[config.mk]
export PLATFORM = sky130hd
export DESIGN_NAME = pll_ce_gen
export DESIGN_NICKNAME = d
export VERILOG_FILES = /design/src/rtl/pll_ce_gen.sv
export SDC_FILE = /design/constraint.sdc
export NUM_CORES = 1
export LEC_CHECK = 0
export CAP_MARGIN = 10
export CORE_ASPECT_RATIO = 0.7
export CORE_UTILIZATION = 47
export DETAILED_ROUTE_END_ITERATION = 10
export GPL_ROUTABILITY_DRIVEN = 0
export PLACE_DENSITY = 0.76
export SYNTH_ARGS = -nofsm -noshare
export SYNTH_HDL_FRONTEND = slang
export SYNTH_SLANG_ARGS = --single-unit
[constraint.sdc]
create_clock -name clk -period 2.5 [get_ports clk]
set_clock_uncertainty 0.05 [all_clocks]
set_input_delay 0.375 -clock clk [delete_from_list [all_inputs] [get_ports clk]]
set_output_delay 0.375 -clock clk [all_outputs]
set_load 0.05 [all_outputs]
[src/rtl/pll_ce_gen.sv]
// Clock-enable generator behind the system PLL: waits for a synchronised lock and a
// settling interval, then releases reset and emits NCH fractional-rate enable strobes.
module pll_ce_gen #(
    parameter int NCH           = 4,
    parameter int ACC_W         = 16,
    parameter int SETTLE_CYCLES = 1024
) (
    input  logic                 clk,
    input  logic                 rst_n,
    input  logic                 pll_lock,
    input  logic [NCH*ACC_W-1:0] step,
    input  logic [NCH*ACC_W-1:0] phase,
    input  logic                 phase_load,
    input  logic [NCH-1:0]       ch_en,
    output logic [NCH-1:0]       ce,
    output logic                 ready,
    output logic                 rst_out_n
);

    localparam int CNT_W = (SETTLE_CYCLES > 1) ? $clog2(SETTLE_CYCLES) : 1;

    typedef enum logic [1:0] {
        WAIT_LOCK = 2'd0,
        SETTLE    = 2'd1,
        RUN       = 2'd2
    } state_t;

    logic               r_sync1;
    logic               r_sync2;
    state_t             r_state;
    state_t             w_next;
    logic [CNT_W-1:0]   r_cnt;
    logic [ACC_W-1:0]   r_acc [NCH];
    logic [ACC_W:0]     w_sum [NCH];
    logic [NCH-1:0]     r_ce;
    logic               r_ready;
    logic               r_rst_out_n;
    logic               w_stay_run;
    logic               w_stay_settle;
    logic               w_run_next;

    always_ff @(posedge clk or negedge rst_n) begin
        if (!rst_n) begin
            r_sync1 <= 1'b0;
            r_sync2 <= 1'b0;
        end else begin
            r_sync1 <= pll_lock;
            r_sync2 <= r_sync1;
        end
    end

    always_ff @(posedge clk or negedge rst_n) begin
        if (!rst_n) begin
            r_state <= WAIT_LOCK;
        end else begin
            r_state <= w_next;
        end
    end

    always_comb begin
        w_next = r_state;
        case (r_state)
            WAIT_LOCK: if (r_sync2) w_next = SETTLE;
            SETTLE: begin
                if (!r_sync2) begin
                    w_next = WAIT_LOCK;
                end else if (r_cnt == CNT_W'(SETTLE_CYCLES - 1)) begin
                    w_next = RUN;
                end
            end
            RUN:     if (!r_sync2) w_next = WAIT_LOCK;
            default: w_next = WAIT_LOCK;
        endcase
    end

    always_comb begin
        w_stay_run    = (r_state == RUN) && (w_next == RUN);
        w_stay_settle = (r_state == SETTLE) && (w_next == SETTLE);
        w_run_next    = (w_next == RUN);
    end

    // Counter is zero on every SETTLE entry, so a lock glitch restarts the full interval.
    always_ff @(posedge clk or negedge rst_n) begin
        if (!rst_n) begin
            r_cnt <= '0;
        end else if (w_stay_settle) begin
            r_cnt <= r_cnt + 1'b1;
        end else begin
            r_cnt <= '0;
        end
    end

    always_ff @(posedge clk or negedge rst_n) begin
        if (!rst_n) begin
            r_ready     <= 1'b0;
            r_rst_out_n <= 1'b0;
        end else begin
            r_ready     <= w_run_next;
            r_rst_out_n <= w_run_next;
        end
    end

    always_comb begin
        for (int i = 0; i < NCH; i++) begin
            w_sum[i] = {1'b0, r_acc[i]} + {1'b0, step[i*ACC_W +: ACC_W]};
        end
    end

    // The entry edge into RUN does not accumulate; the first addition is on the next edge.
    always_ff @(posedge clk or negedge rst_n) begin
        if (!rst_n) begin
            r_ce <= '0;
            for (int i = 0; i < NCH; i++) r_acc[i] <= '0;
        end else if (!w_stay_run) begin
            r_ce <= '0;
            for (int i = 0; i < NCH; i++) r_acc[i] <= '0;
        end else if (phase_load) begin
            r_ce <= '0;
            for (int i = 0; i < NCH; i++) r_acc[i] <= phase[i*ACC_W +: ACC_W];
        end else begin
            for (int i = 0; i < NCH; i++) begin
                if (ch_en[i]) begin
                    r_acc[i] <= w_sum[i][ACC_W-1:0];
                    r_ce[i]  <= w_sum[i][ACC_W];
                end else begin
                    r_ce[i]  <= 1'b0;
                end
            end
        end
    end

    assign ce        = r_ce;
    assign ready     = r_ready;
    assign rst_out_n = r_rst_out_n;

endmodule

==> flow_results.org <==
** Run status
- The run finished with clean final reports.

** Flow run
- Max-cap violations in this run came to 0.

** Power and ir drop
- Of the total power, the clock network draws 41.1%.
- In this run the static leakage power is approximately 0.0043 µW.
- Net Sw Power :: between 900 and 1000 µW
- The design draws 3410 µW.
- Portion of total power attributed to combinational logic :: between 10% and 20%
- Net switching share of the total power :: between 20 and 30%
- Registers are responsible for around 40% of the overall power.
- In this run the power density over the cells is ~370 nW/µm².
- Peak supply drop :: 0.352 mV
- The internal power of the cells totals approximately 2500 µW.

** Logic synthesis
- Post-synth EDFFs :: 0
- In the synthesized netlist the dominant register cell turns out to be dfrtp_1.
- Synthesis produced a netlist whose cell count is approximately 800.
- For this run, the number of Yosys warnings is 0.
- Count of state elements after synthesis :: 83
- Share of the yosys chip area belonging to registers :: between 30% and 40%
- The average instance in the mapped netlist occupies between 8 and 9 µm².
- Synthesized net count :: about 1000
- After synthesis the cells add up to between 6000 and 7000 µm².
- Ys async rst share :: between 90% and 100%
- Yosys mapped the design onto a little under 70 distinct sky130hd cell types.

** Clock tree
- For this design, the sink count on the clock tree is 83.
- Clk Latency, worst-skew pair :: approximately 0.34 ns
- The tree is rooted in a clkbuf_16.
- Number of CTS-inserted buffers :: 9
- Max H-tree Level :: 3
- No sink is reached through more buffers than the 2 on the longest clock path.
- Clock tree from TritonCTS :: built
- Clock transition time at the flip-flop clock pins of the worst setup and hold paths :: about 0.07 ns

** STA
- Share of the clock period used by the worst path :: 98.4%
- The worst pin sits at a relative slew slack of a little over half.
- Worst Max-Slew Pin Slew :: around 0.7 ns
- Worst setup slack after layout :: 0.0409 ns
- Subtracting the final worst setup slack from the clock period gives between 2 and 2.5 ns.
- The final number of max-transition violations is 0.
- Total setup violations reported at the end of the flow :: 0
- The count of final hold-check violations is 0.
- Setup repair after global routing could not meet its margin everywhere.
- Highest attainable clock frequency :: just over 400 MHz

** Detailed routing
- After detailed routing, the total wire length is a little under 20 mm.
- After the first detailed-routing iteration, the DRC count stood at 370.
- Final antenna-violating net count :: 0
- After detailed routing, the number of remaining DRC violations is 0.
- For this run, the detailed router's first-pass iteration total came to 5.
- Average via count per standard cell :: ~5.7
- WL per Instance :: 16.3 µm
- The detailed router placed between 6000 and 7000 vias in this run.

** Critical path
- In this design, the stage delay of the slowest critical-path cell is 0.42 ns.
- Crit path cell chain :: clkdlybuf4s50_1, ha_1, fa_2, a211oi_2, nor2_1, o211ai_1, a21boi_1, o21ai_1, o32ai_1, a41o_1
- CP startpoint kind :: input port
- Measured in cells, the most critical reg-to-reg path has a length of 9.
- Counting both buffers and inverters, the worst setup path holds a total of 1.
- The worst setup path is captured at a register.
- Reg-to-reg critical path endpoint :: r_acc[42]
- The startpoint identified for the worst register-to-register timing path is r_acc[32].
- Broken down by cell family, the worst path's largest delay share belongs to compound AO/OA/AOI/OAI gates.
- By startpoint and endpoint, the worst setup path is classified as input port to register.
- Reg-to-reg slack, setup :: ~0.14 ns
- Worst Path Max Fanout :: 3
- STA puts the critical path data arrival time at around 2.7 ns.
- Slowest-stage cell, CP :: clkdlybuf4s50_1
- Data on the critical path is required at its endpoint by approximately 2.7 ns.

** Global route
- Overall overflow remaining after global route :: 0
- Wire length of the first global-routing pass :: between 30 and 40 mm
- Number of global-route vias before repair :: ~6300
- Total global routing track utilization :: 27.2%
- The number of antenna violations at the first check in global routing was 2.
- Maximum number of pins on one net before global-route repair :: 50

** Min path
- In this run the most critical hold path is launched from r_sync1.
- Hold Path Depth :: 0
- Class of the worst hold path :: register to register
- The path with the worst hold slack has its endpoint at r_sync2.

** Floorplanning
- Std cell rows :: 36
- Once the floorplan was initialized, standard cells occupied ~48% of the core.
- The core region is 13900 µm².
- During I/O placement, the number of pins put on the boundary was roughly 140.
- DIE AREA :: approximately 15000 µm²
- The die is 145 µm wide.
- The die is 102 µm tall.

** Final layout
- Core occupancy in the finished layout :: ~66%
- From synthesis to final layout, the design area changed by 38.0%.
- Layout cell share with drive strength beyond 1 :: roughly 15%
- Leaving out fill and tap cells, the most frequent cell in the layout is clkdlybuf4s50_1.
- After the last flow step, the layout net total stands at 1187.
- The top cell types in the final layout, fill and taps aside, are clkdlybuf4s50_1 (138), nor2_1 (99), a21oi_1 (96).
- Leaving out filler cells and counting taps, the final layout contains around 1200.

** Place
- Summed over all nets, the half-perimeter wirelength after detailed placement is around 14 mm.
- Worst setup slack after placement :: -0.503 ns
- Once placement completed, the tool counted placed cells totaling 1154.
- During placement, the flow inserted port buffers numbering approximately 140.
## power by group through the flow
| stage | registers [µW] | logic (µW) | clock network (µW) |
|---|---|---|---|
| after global routing | 1350 | 716 | 1480 |
| after floorplan | 1370 | 279 | 0 |
| after global placement | 1380 | 637 | 0 |
| final | 1350 | 658 | 1400 |
| after CTS | 1350 | 652 | 1430 |
| after detailed placement | 1380 | 644 | 0 |
## state kept, by name, indices dropped and copies added (netlist names)
name / count
r_cnt: 10
r_sync1: 1
r_acc: 64
rst_out_n: 1
ce: 4
r_state: 2
r_sync2: 1
## per-layer routing
metal | part of all wire (%) | global-route usage, % | routed length, µm | up-vias
met1 | 48 | 39.1 | 9190 | 3153
met4 | 1.2 | 7.45 | 240 | 2
li1 | - | - | - | 3286
met5 | 0.089 | 0 | 17 | -
met2 | 43 | 41.8 | 8330 | 243
met3 | 7.5 | 5.34 | 1430 | 19
## synth_stat cells (11+ instances only)
cell type	n	share of area (%)
dfrtp_1	83	31
o21ai_0	47	3.5
a21o_1	24	2.7
ha_1	65	12
clkbuf_1	21	1.2
inv_1	14	0.78
xor2_1	15	2.0
xnor2_1	30	3.9
nand3_1	11	0.82
nor2_1	99	5.5
a211oi_1	22	2.5
nand2_1	49	2.7
a21oi_1	99	7.4
mux2i_1	20	3.0
## area by class of cell
class | count | area [µm²]
Antenna cell | 1 | 2.50
Clock buffer | 9 | 225
Clock inverter | 7 | 82.6
Fill cell | 1144 | 4670
Inverter | 15 | 56.3
Multi-Input combinational cell | 650 | 4520
Sequential cell | 83 | 2080
Tap cell | 190 | 238
Timing Repair Buffer | 223 | 2050
## cell families (layout without fill, tap and decap cells)
logic type	count (synthesis)	count (layout)	synth area share, %
XOR/XNOR	45	45	5.88
AO/OA/AOI/OAI	291	291	27.9
AND/OR/NAND/NOR	222	222	15.3
other	0	1	0
flip-flops	83	83	31.0
adder cells (fa/ha/maj)	69	69	13.3
buffers and inverters	48	254	3.08
multiplexers	23	23	3.49
## how the worst max path moves through the flow
stage          slack [ns]       from         to  depth (start not counted)
2_1_floorplan        0.01   step[16]  r_acc[42]                          9
3_3_place_gp        -0.46   step[16]  r_acc[42]                         10
3_5_place_dp        -0.50   step[16]  r_acc[42]                         10
4_1_cts              0.03    step[0]  r_acc[60]                          9
5_1_grt             -0.02  r_acc[32]  r_acc[46]                         11
6_report             0.04   step[48]  r_acc[14]                         10
## through the flow
step	cell area [µm²]	hold slack [ns]	TNS, ns
2_1_floorplan	6700	0.0294	0
3_5_place_dp	8780	0.291	-7.88
3_3_place_gp	8780	0.287	-6.91
4_1_cts	9180	0.307	0
6_report	9250	0.304	0
5_1_grt	9250	0.311	-0.0251
## what timing repair did
item | 4_1_cts | 5_1_grt
endpoints found under the setup margin | 4 | 18
gates resized for setup | 9 | 15
hold endpoints to repair | 37 | 0
buffers inserted | 5 | 1
pin swaps | 8 | 12
hold buffers | 1 | 0
No activity file was read; power rests on OpenSTA's default activity.
